$ cat src/rtl/divu_seq_pkg.sv
// Shared definitions for the sequential unsigned divider: ALU function codes and FSM states.
// The function codes match the ones ALUControl emits on its SignaltoDIV output.
package divu_seq_pkg;

    localparam logic [5:0] FN_SLL  = 6'b000000;
    localparam logic [5:0] FN_MFHI = 6'b010000;
    localparam logic [5:0] FN_MFLO = 6'b010010;
    localparam logic [5:0] FN_DIVU = 6'b011011;
    localparam logic [5:0] FN_ADD  = 6'b100000;
    localparam logic [5:0] FN_SUB  = 6'b100010;
    localparam logic [5:0] FN_AND  = 6'b100100;
    localparam logic [5:0] FN_OR   = 6'b100101;
    localparam logic [5:0] FN_SLT  = 6'b101010;
    localparam logic [5:0] FN_OUT  = 6'b111111;

    typedef enum logic [1:0] {
        StIdle = 2'd0,
        StRun  = 2'd1,
        StDone = 2'd2,
        StHold = 2'd3
    } state_t;

endpackage

$ cat src/rtl/divu_step.sv
// One combinational restoring-division iteration: shift in the next dividend bit,
// trial-subtract the divisor and keep the difference only if it did not go negative.
module divu_step #(
    parameter int unsigned WIDTH = 32
) (
    input  logic [WIDTH:0]   rem,
    input  logic [WIDTH-1:0] dvd,
    input  logic [WIDTH-1:0] dsr,
    output logic [WIDTH:0]   rem_next,
    output logic [WIDTH-1:0] dvd_next
);

    logic [WIDTH:0] shifted;
    logic [WIDTH:0] trial;
    logic           q_bit;
    // The partial remainder is always below the divisor, so its top bit never carries data.
    logic           unused_rem_msb;

    assign unused_rem_msb = rem[WIDTH];

    always_comb begin
        shifted  = {rem[WIDTH-1:0], dvd[WIDTH-1]};
        trial    = shifted - {1'b0, dsr};
        q_bit    = ~trial[WIDTH];
        rem_next = q_bit ? trial : shifted;
        dvd_next = {dvd[WIDTH-2:0], q_bit};
    end

endmodule

$ cat src/rtl/divu_seq.sv
// Sequential WIDTH-bit unsigned divider started by the DIVU function code; one quotient
// bit per clock, results registered for HiLo capture (quotient to LO, remainder to HI).
module divu_seq
    import divu_seq_pkg::*;
#(
    parameter int unsigned WIDTH      = 32,
    parameter logic [5:0]  FUNCT_DIVU = FN_DIVU,
    parameter logic [5:0]  FUNCT_OUT  = FN_OUT
) (
    input  logic             clk,
    input  logic             reset,
    input  logic [5:0]       Signal,
    input  logic [WIDTH-1:0] dividend,
    input  logic [WIDTH-1:0] divisor,
    output logic [WIDTH-1:0] quotient,
    output logic [WIDTH-1:0] remainder,
    output logic             busy,
    output logic             done,
    output logic             div_by_zero
);

    localparam int unsigned CNT_W = $clog2(WIDTH);
    localparam logic [CNT_W-1:0] CNT_LAST = CNT_W'(WIDTH - 1);

    state_t           state_q, state_d;
    logic [CNT_W-1:0] cnt_q, cnt_d;
    logic [WIDTH-1:0] dvd_q, dvd_d;
    logic [WIDTH-1:0] dsr_q, dsr_d;
    logic [WIDTH:0]   rem_q, rem_d;
    logic [WIDTH-1:0] quot_q, quot_d;
    logic [WIDTH-1:0] remd_q, remd_d;
    logic             dbz_q, dbz_d;
    logic             done_q, done_d;

    logic [WIDTH:0]   rem_next;
    logic [WIDTH-1:0] dvd_next;
    logic             is_divu;
    logic             abort;

    divu_step #(
        .WIDTH (WIDTH)
    ) u_step (
        .rem      (rem_q),
        .dvd      (dvd_q),
        .dsr      (dsr_q),
        .rem_next (rem_next),
        .dvd_next (dvd_next)
    );

    assign is_divu = (Signal == FUNCT_DIVU);
    // OUT can never legitimately arrive mid-run, so it is treated like any other abort.
    assign abort   = !is_divu || (Signal == FUNCT_OUT);

    always_comb begin
        state_d = state_q;
        cnt_d   = cnt_q;
        dvd_d   = dvd_q;
        dsr_d   = dsr_q;
        rem_d   = rem_q;
        quot_d  = quot_q;
        remd_d  = remd_q;
        dbz_d   = dbz_q;
        done_d  = 1'b0;

        unique case (state_q)
            StIdle: begin
                if (is_divu) begin
                    dvd_d   = dividend;
                    dsr_d   = divisor;
                    rem_d   = '0;
                    cnt_d   = '0;
                    state_d = StRun;
                end
            end
            StRun: begin
                if (abort) begin
                    state_d = StIdle;
                end else begin
                    rem_d = rem_next;
                    dvd_d = dvd_next;
                    cnt_d = cnt_q + CNT_W'(1);
                    if (cnt_q == CNT_LAST) begin
                        state_d = StDone;
                    end
                end
            end
            StDone: begin
                quot_d  = dvd_q;
                remd_d  = rem_q[WIDTH-1:0];
                dbz_d   = (dsr_q == '0);
                done_d  = 1'b1;
                state_d = is_divu ? StHold : StIdle;
            end
            StHold: begin
                // Wait out a long DIVU so the same instruction cannot start a second divide.
                if (!is_divu) begin
                    state_d = StIdle;
                end
            end
            default: state_d = StIdle;
        endcase
    end

    always_ff @(posedge clk) begin
        if (reset) begin
            state_q <= StIdle;
            cnt_q   <= '0;
            dvd_q   <= '0;
            dsr_q   <= '0;
            rem_q   <= '0;
            quot_q  <= '0;
            remd_q  <= '0;
            dbz_q   <= 1'b0;
            done_q  <= 1'b0;
        end else begin
            state_q <= state_d;
            cnt_q   <= cnt_d;
            dvd_q   <= dvd_d;
            dsr_q   <= dsr_d;
            rem_q   <= rem_d;
            quot_q  <= quot_d;
            remd_q  <= remd_d;
            dbz_q   <= dbz_d;
            done_q  <= done_d;
        end
    end

    assign quotient    = quot_q;
    assign remainder   = remd_q;
    assign div_by_zero = dbz_q;
    assign done        = done_q;
    assign busy        = (state_q == StRun);

endmodule
$ cat config.mk
export PLATFORM = sky130hd
export DESIGN_NAME = divu_seq
export DESIGN_NICKNAME = d
export VERILOG_FILES = /design/src/rtl/divu_seq_pkg.sv /design/src/rtl/divu_step.sv /design/src/rtl/divu_seq.sv
export SDC_FILE = /design/constraint.sdc
export NUM_CORES = 1
export LEC_CHECK = 0
export BUFFER_PORTS_ARGS = -buffer_cell sky130_fd_sc_hd__buf_2
export CAP_MARGIN = 20
export CORE_MARGIN = 2
export CORE_UTILIZATION = 57
export CTS_CLUSTER_SIZE = 20
export DETAILED_ROUTE_END_ITERATION = 16
export GPL_TIMING_DRIVEN = 0
export PLACE_DENSITY = 0.91
export SYNTH_ARGS = -nofsm -noshare
export SYNTH_HDL_FRONTEND = slang
export SYNTH_SLANG_ARGS = --single-unit
$ cat constraint.sdc
create_clock -name clk -period 3.1 [get_ports clk]
set_input_delay 0.465 -clock clk [delete_from_list [all_inputs] [get_ports clk]]
set_output_delay 0.465 -clock clk [all_outputs]
set_load 0.02 [all_outputs]
==> impl_metrics.yaml <==
synthesis:
  yosys.area.top_type: "dfxtp_1"
  synth.area.top_cells: "dfxtp_1 41%, nand2_1 14%, a21oi_1 8.6%, ha_1 5.2%, a311oi_1 3.3%"
  synth.ff_latch_count: 169
  ys_types: 52
  yosysTopAreaCellShare_pct: 41.40
  syn_area_per_cell_um2: 7.610
  synth-edff-count: 0
  ys_seq_area_share_pct: 41.40
  async_flop_share_pct: 0
  synth-main-ff-cell: "dfxtp_1"
  ys_warn_count: 0
  syn_nets: 1181
  postSynthCellCount: 1074
  synth_area_um2: 8173
sta:
  tns_ns: 0
  skew_ns: 0.01240
  period_share_pct: 98.84
  hold_viol: 0
  relSlewSlack_pct: 25.12
  rsz0062_at_grt: "yes"
  min_period_ns: 3.064
  max_freq_mhz: 326.4
  setup_viol_count_final: 0
  worstMarginPinSlew_ns: 1.119
  final_max_slew_viol_count: 0
  hold-worst-slack_ns: 0.2620
finish:
  layout_commonest_cell: "nand2_1"
  final_cell_mix: "308 x nand2_1, 165 x dfxtp_1, 139 x buf_2"
  fin_nets: 1350
  final_cells: 1436
  drive_gt1_share_pct: 17.46
  area_growth_pct: 22.60
  fillCellCount: 1057
place:
  routabilityCongestion: 0.9292
  dp.cells: 1392
  dp_hpwl_mm: 16.40
  portBuffers: 138
floorplan:
  die-area_um2: 15310
  die_w_um: 123.7
  core_area_um2: 13930
  io_pins: 139
  start_util_pct: 58.65
  rows: 43
  die_y_um: 123.7
route:
  routed_wl_mm: 23.86
  vias_per_cell: 5.884
  vias: 8449
  ant_nets: 0
  drt_iter0_markers: 691
  wl_per_cell_um: 16.62
  drc: 0
  dr.pass1.iters: 7
clock_tree:
  clock_latency_ns: 0.44
  clockRootBuffer: "clkbuf_16"
  cts.sinks: 169
  cts_tree: "done"
  clk_pin_slew_ns: 0.07
  postCtsHoldBufs: 0
  cts.path.max_buffers: 2
  htreeDepth: 4
  cts_made_buffers: 17
run:
  maxCapViolations: 0
worst_setup_path:
  cp_max_fo: 7
  critPathKind: "flop to flop"
  cp-end-kind: "flop"
  worstPathRequired_ns: 3.42
  worstPathArrival_ns: 3.39
  start_kind: "flop"
global_route:
  grt_pass1_wl_mm: 38.05
  grt_start_max_net_pins: 17
  overflow: 0
  grt_pass1_vias: 7980
  antenna_found_initial: 1
  track_usage_pct: 31.70
power_and_ir_drop:
  p_total_mw: 5.023
  power_density_nw_per_um2: 501.3
  leakagePower_nw: 4.014
  vdd_ir_drop_max_mv: 0.4867
min_path:
  hold_class: "input port to flop"
outcome:
  status: "completed"
==> registers in the layout, indices dropped and copies added (netlist names) <==
| name | cells |
|---|---|
| done | 1 |
| dvd_q | 32 |
| quotient | 32 |
| remainder | 32 |
| state_q | 2 |
| rem_q | 32 |
| cnt_q | 5 |
| dsr_q | 32 |
| div_by_zero | 1 |
==> repair_timing <==
item / in CTS / in global routing
buffers inserted: 9 / 4
pin swaps: 9 / 12
cloned: 3 / 0
endpoints found under the setup margin: 33 / 33
resized for setup: 25 / 19
==> kinds of logic (layout without fill, tap and decap cells) <==
family                     count (synthesis)  in the layout  share of synthesized area (%)
adders and majority gates                 35             35                          5.450
muxes                                      4              4                         0.4899
and+or+nand+nor                          426            426                          21.31
buffers and inverters                    111            290                          5.236
other                                      0              2                              0
AOI/OAI and AO/OA                        300            300                          22.78
DFF                                      169            169                          41.40
xor gates and xnor gates                  29             30                          3.337
==> layout make-up <==
type,instances,area [um^2],area share (%)
clock inverters,13,241.5,2.410
clock buffers,17,425.4,4.246
repair buffers,150,807.0,8.054
diodes,2,5.005,0.04995
flip-flops and latches,169,3388,33.82
plain buffers,69,296.5,2.960
inverters,41,153.9,1.536
multi-input cells,795,4477,44.68
well taps,180,225.2,2.248
==> where the power goes <==
| part | switching (mW) | internal (mW) | total [mW] | leakage [nW] |
|---|---|---|---|---|
| combinational | 0.233 | 0.179 | 0.412 | 2.33 |
| sequential | 0.00733 | 2.18 | 2.19 | 1.36 |
| clock | 0.910 | 1.51 | 2.42 | 0.318 |
==> worst max-delay path: stages, from the launching register on <==
cell and delay (ns):
dfxtp_2 0.34, inv_2 0.07, ha_4 0.13, inv_2 0.03
fa_2 0.35, a211oi_2 0.24, o21ai_2 0.11, o2111a_2 0.29
o211ai_4 0.21, a21oi_4 0.10, a21oi_4 0.27, xor2_4 0.11
buf_12 0.15, buf_8 0.14, buf_12 0.13, a32oi_2 0.19
o21ai_1 0.09
==> worst paths after layout <==
kind,from,end,slack [ns],cells past startpoint
hold reg to reg,remainder[15],remainder[15],0.45,2
setup / recovery,dvd_q[31],rem_q[26],0.04,16
setup reg to reg,dvd_q[31],rem_q[26],0.04,16
hold / removal,divisor[27],dsr_q[27],0.26,3
==> stage by stage <==
| stage | setup slack, ns | instance area (um^2) | util (%) |
|---|---|---|---|
| after floorplan | 0.2398 | 8173 | - |
| after global placement | -0.2259 | 9089 | 65.22 |
| after detailed placement | -0.3534 | 9089 | 65.22 |
| after CTS | -0.04446 | 9936 | 71.30 |
| after global routing | -0.07111 | 10010 | 71.87 |
| final | 0.03589 | 10020 | 71.90 |
==> Yosys cell counts (2+ instances only) <==
library cell and number:
a31oi_1 6, ha_1 34, o21ai_1 23, o21ai_0 31
or3_1 2, nand3_1 7, clkbuf_1 60, nand2_1 309
nor3_1 12, buf_1 5, a22o_1 19, o21a_1 4
or2_2 3, nor2_1 54, a32oi_1 9, mux2i_1 4
a211oi_1 5, a311oi_1 31, nand4_1 4, o211ai_1 7
buf_2 3, xor2_1 12, o31ai_1 3, inv_1 40
xnor2_1 16, dfxtp_1 169, and2_1 2, a21oi_1 140
nor4_1 9, and3_1 6, a21o_1 10, buf_4 2
nand2b_1 5, nor2b_1 9, o21bai_1 2
==> per-layer routing <==
layer	wire, um	GRT usage (%)
met5	0	0
met4	917	14.91
met1	9502	38.40
met2	11350	53.81
met3	2092	6.593
No activity file was read; power rests on OpenSTA's default activity.
